===== config.mk =====
export PLATFORM = sky130hd
export DESIGN_NAME = misr_output_compactor
export DESIGN_NICKNAME = d
export VERILOG_FILES = /design/src/rtl/misr_output_compactor.sv
export SDC_FILE = /design/constraint.sdc
export NUM_CORES = 1
export LEC_CHECK = 0
export ABC_CLOCK_PERIOD_IN_PS = 4300
export CAP_MARGIN = 20
export CORE_UTILIZATION = 45
export DETAILED_ROUTE_END_ITERATION = 10
export GPL_TIMING_DRIVEN = 0
export PLACE_DENSITY = 0.77
export SYNTH_ARGS = -nofsm -noshare
export SYNTH_HDL_FRONTEND = slang
export SYNTH_SLANG_ARGS = --single-unit
export TNS_END_PERCENT = 10

===== constraint.sdc =====
create_clock -name clk -period 4.3 [get_ports clk]
set_clock_uncertainty 0.05 [all_clocks]
set_input_delay 0.86 -clock clk [delete_from_list [all_inputs] [get_ports clk]]
set_output_delay 0.86 -clock clk [all_outputs]
set_load 0.1 [all_outputs]

===== src/rtl/misr_output_compactor.sv =====
// Folds a wide data word into a SIG_WIDTH-bit Galois MISR and publishes the
// signature after every WINDOW accepted beats, then reloads the seed.
module misr_output_compactor #(
   parameter int                    DATA_WIDTH = 64,
   parameter int                    SIG_WIDTH  = 32,
   parameter logic [SIG_WIDTH-1:0]  POLY       = SIG_WIDTH'(32'h04C11DB7),
   parameter logic [SIG_WIDTH-1:0]  SEED       = '0,
   parameter int                    WINDOW     = 4,
   localparam int                   CNT_W      = $clog2(WINDOW + 1)
) (
   input  logic                  clk,
   input  logic                  reset,
   input  logic [DATA_WIDTH-1:0] data_in,
   input  logic                  data_valid,
   output logic [SIG_WIDTH-1:0]  signature,
   output logic                  signature_valid,
   output logic [CNT_W-1:0]      beat_count,
   output logic                  sig_parity
);

   localparam int NCHUNK = (DATA_WIDTH + SIG_WIDTH - 1) / SIG_WIDTH;
   localparam int PAD_W  = NCHUNK * SIG_WIDTH;
   localparam logic [CNT_W-1:0] LAST_BEAT = CNT_W'(WINDOW - 1);

   typedef enum logic {ACCUM, PUBLISH} state_t;

   state_t               state, state_nx;
   logic [SIG_WIDTH-1:0] misr;
   logic [SIG_WIDTH-1:0] misr_step;
   logic                 last_beat;

   // Zero-pad to whole chunks, then XOR all chunks together.
   function automatic logic [SIG_WIDTH-1:0] fold(input logic [DATA_WIDTH-1:0] d);
      logic [PAD_W-1:0]     pad;
      logic [SIG_WIDTH-1:0] acc;
      pad                   = '0;
      pad[DATA_WIDTH-1:0]   = d;
      acc                   = '0;
      for (int i = 0; i < NCHUNK; i++)
         acc ^= pad[i*SIG_WIDTH +: SIG_WIDTH];
      return acc;
   endfunction

   function automatic logic [SIG_WIDTH-1:0] step(input logic [SIG_WIDTH-1:0] m,
                                                  input logic [SIG_WIDTH-1:0] f);
      return {m[SIG_WIDTH-2:0], 1'b0} ^ (m[SIG_WIDTH-1] ? POLY : '0) ^ f;
   endfunction

   always_comb begin
      misr_step       = step(misr, fold(data_in));
      last_beat       = data_valid && (beat_count == LAST_BEAT);
      state_nx        = state;
      signature_valid = 1'b0;
      case (state)
         ACCUM: begin
            if (last_beat) state_nx = PUBLISH;
         end
         PUBLISH: begin
            signature_valid = 1'b1;
            // With WINDOW=1 a valid beat here publishes again back to back.
            state_nx = last_beat ? PUBLISH : ACCUM;
         end
         default: state_nx = ACCUM;
      endcase
   end

   always_ff @(posedge clk) begin
      if (reset) begin
         state      <= ACCUM;
         misr       <= SEED;
         beat_count <= '0;
         signature  <= '0;
         sig_parity <= 1'b0;
      end else begin
         state <= state_nx;
         if (last_beat) begin
            misr       <= SEED;
            beat_count <= '0;
            signature  <= misr_step;
            sig_parity <= ^misr_step;
         end else if (data_valid) begin
            misr       <= misr_step;
            beat_count <= beat_count + 1'b1;
         end
      end
   end

endmodule

# ---- After elaboration in Yosys (flattened, before gate mapping)
# Index checks and enable logic that the tools add are counted.
dict set report totals {
  input_bits 67
  regBits 69
  word_cells 16
  output_inout_bits 37
}
dict set report classes {
  addsub 1
  reduce_logical 3
  bitwise 3
  eq_ne 1
  muxes 3
}
# operator count
set ops {}
lappend ops {{$xor A32 B32 Y32} 2}
lappend ops {{$reduce_xor A32 Y1} 1}
lappend ops {{$xor A32 B27 Y32} 1}
lappend ops {{$mux W27} 1}
lappend ops {{$add A3 B1 Y3 const B} 1}
lappend ops {{$eq A3 B2 Y1 const B} 1}
lappend ops {{$mux W1} 2}
lappend ops {{$reduce_or A2 Y1} 1}
lappend ops {{$logic_and A1 B1 Y1} 1}

# ---- Logic depth before layout (Yosys ltp)
dict set report logic_depth {
  word_depth 4
  depth_mapped 9
  mapped_depth_nobuf 7
}

# ---- Worst setup path after synthesis
# Ideal clock, no wire load.
dict set report synth_path {
  kind {input to register}
  from {input port data_in[57]}
  to {register sig_parity}
  n_path_buf 0
  arrival_ns 2.565
  cell_stages 7
  setup_time_ns 0.118
  setup_slack_ns 1.567
  cell_sequence {xor3_1 xnor2_1 xnor3_1 xor2_1 xnor3_1 xnor3_1 a22o_1}
}
dict set report synth_between {
  elab_chain_len 3
}
# item line
set synth_lines {}
lappend synth_lines {{from (decl)} 13} ;# input logic [DATA_WIDTH-1:0] data_in,
lappend synth_lines {{$xor A32 B32 Y32} 40} ;# acc ^= pad[i*SIG_WIDTH +: SIG_WIDTH];
lappend synth_lines {{$xor A32 B32 Y32} 46} ;# return {m[SIG_WIDTH-2:0], 1'b0} ^ (m[SIG_WIDTH-1] ? POLY : '0) ^ f;
lappend synth_lines {{$reduce_xor A32 Y1} 80} ;# sig_parity <= ^misr_step;
lappend synth_lines {{to (signal assigned)} 80}
lappend synth_lines {{to (decl)} 18} ;# output logic sig_parity
# No other way between the ends.
# A chain may end at the register's enable or synchronous reset.

# ---- Worst setup path after layout
dict set report layout_path {
  from {input port data_in[36]}
  to {register sig_parity}
}
# The elaborated chain is that of the path after synthesis.

==> results.toml <==
[outcome]
status = "finished clean"

[power]
vdd_ir_drop_max_mv = 0.4198
power_mw = 2.123
p_leak_nw = 1.711
p_per_area_nw_per_um2 = 449.9

[final_layout]
layout_commonest_cell = "clkdlybuf4s50_1"
utilization_pct = 65.05
fillCellCount = 614
drive_gt1_share_pct = 4.141
area_delta_synth_final_pct = 39.46
fin_cells = 582
design_area_um2 = 4718
multiInputGateArea_um2 = 1893
final_cell_mix = "clkdlybuf4s50_1, nor2_1, xnor2_1, dfxtp_1, a21oi_1"
final-seq-area_um2 = 1381
antenna_cells = 0
final_nets = 547

[sta]
max_freq_mhz = 313.9
finalMaxSlewViolations = 0
final.min_clock_period_ps = 3186
setup_slack_ps = 1114
finalSetupTns_ps = 0
holdWs_ps = 408.2
finalHoldViolCount = 0
period_share_pct = 74.10
relSlewSlack_pct = 34.39
max_slew.worst_pin.slew_ps = 981.0
setup_viol = 0
rsz0062_at_grt = "no"

[synthesis]
synth_xor_xnor_area_share_pct = 30.33
synth_seq_area_share_pct = 40.83
synth-simple-area-share_pct = 11.24
syn_area_per_cell_um2 = 9.244
yosys_warnings = 0
synthAdderAreaFrac_pct = 0.7396
synth.mux.area_fraction_pct = 3.254
yosys-top-cells-area = "dfxtp_1, xnor2_1, nor2_1"
synth_top_family_by_area = "XOR/XNOR gates"
synth_compound_area_share_pct = 10.39
yosysTopAreaCell = "dfxtp_1"
syn_nets = 435
syn_area_um2 = 3383
synth_top_area_share_pct = 40.83
syn_inst = 366
ys_ff_latch = 69
synth_cell_type_count = 21

[cts]
clkSinkCount = 69
cts.clk_slew.worst_paths_ps = 70
hold_buffers = 0
post_cts_buffers = 0
numCtsBuffers = 9
cts_resized = 0
ctsRootBufferMaster = "clkbuf_8"
htreeDepth = 3
clockBufferDepth = 2
clkLatencyLatePin_ps = 340
cts_tree = "done"

[worst_setup_path]
crit_family = "XOR/XNOR gates"
worst-endpoint-required_ps = 4490
crit_path_end_kind = "register"
worstPathCellList = "clkdlybuf4s50_1 > xnor2_1 > xnor2_1 > xnor3_1 > xor2_1 > xnor3_1 > xnor3_1 > a22o_1"
critPathMaxStageDelay_ps = 500
cp_common_cell = "xnor3_1"
worstSetupPathType = "in2reg"
worst-path-buf-inv = 1
cp_max_fo = 3
cp_data_arrival_time_ps = 3370
slowest_stage = "xnor3_1"
start_kind = "input port"

[global_route]
grt_pass1_wl_um = 13100
overflow = 0
gr-usage-all-layers_pct = 22.73
antenna_found_initial = 0
grt_max_degree = 13
grt_pass1_vias = 2840

[job]
drv_cap = 0

[floorplanning]
chipWidth_um = 88.71
start_util_pct = 46.64
dieHeight_um = 88.71
core_um2 = 7253
die_area_um2 = 7869
rows = 31
pin_count = 104

[routing]
dr.first_iter.drc_count = 126
drcViolationCount = 0
wl_per_cell_um = 14.31
drt_first_pass_iters = 4
avgViaCountPerCell = 4.918
dr_total_vias = 2862
route.final.wire_length_um = 8329
ant_nets = 0

[placement]
postPlaceCellArea_um2 = 4518
dp_slack_ps = 784.4
port_buffers = 101
hpwl_um = 6371
place_inst = 566
gp_congestion = 0.8281

[min_path]
hold_path_class = "reg2reg"
[flip-flops by register name (all words and copies together) (netlist names)]
name	cells
misr	32
state	1
sig_parity	1
signature	32
beat_count	3
[final cells by class]
| cell class | instances | share of cell area [%] |
|---|---|---|
| sequential | 69 | 29.28 |
| clock inverter | 6 | 1.326 |
| clock buffer | 10 | 2.917 |
| multi-input combinational | 272 | 40.12 |
| tap | 99 | 2.625 |
| inverter | 2 | 0.1591 |
| timing repair buffer | 101 | 21.43 |
| buffer | 23 | 2.148 |
[report_power, final]
group          internal (mW)  switching [mW]  total [mW]
registers              0.681          0.0297       0.711
clock network          0.281           0.244       0.525
logic                  0.483           0.403       0.886
total                   1.45           0.677        2.12
[Yosys cell counts, drive strengths merged]
cell type   n
clkbuf     19
a22o        1
nor2       77
a21oi      28
and2        1
clkinv      1
xor2       18
dfxtp      69
a211oi     27
ha          2
nand2b      1
mux2i      11
xnor2      77
inv         1
nand2      21
xnor3       4
xor3        4
buf         4
[layer usage]
metal | GRT usage (%) | up-vias | share of wire [%]
met4 | 12.46 | 0 | 2.5
met2 | 38.25 | 96 | 48
met1 | 27.69 | 1328 | 44
met3 | 3.918 | 18 | 5.5
li1 | - | 1420 | -
met5 | 0 | - | 0
[tightest hold or removal path, cell delays in order (launching register included)]
cell and delay, ps:
dfxtp_1 310, nand2_1 50, a21oi_1 50
[logic make-up (layout without fill, tap and decap cells)]
| logic type | after synthesis | in the layout |
|---|---|---|
| compound gates | 56 | 56 |
| xor+xnor | 103 | 103 |
| fa+ha+maj | 2 | 2 |
| buf+inv | 25 | 142 |
| flops | 69 | 69 |
| mux | 11 | 11 |
| simple gates | 100 | 100 |
[path summary, 6_finish.rpt]
check	start	cells past startpoint	slack, ps	end
max	data_in[36]	8	1110	sig_parity
max reg2reg	misr[31]	8	1640	sig_parity
min reg2reg	signature[18]	2	410	signature[18]
min	signature[18]	2	410	signature[18]
No activity file was read; power rests on OpenSTA's default activity.
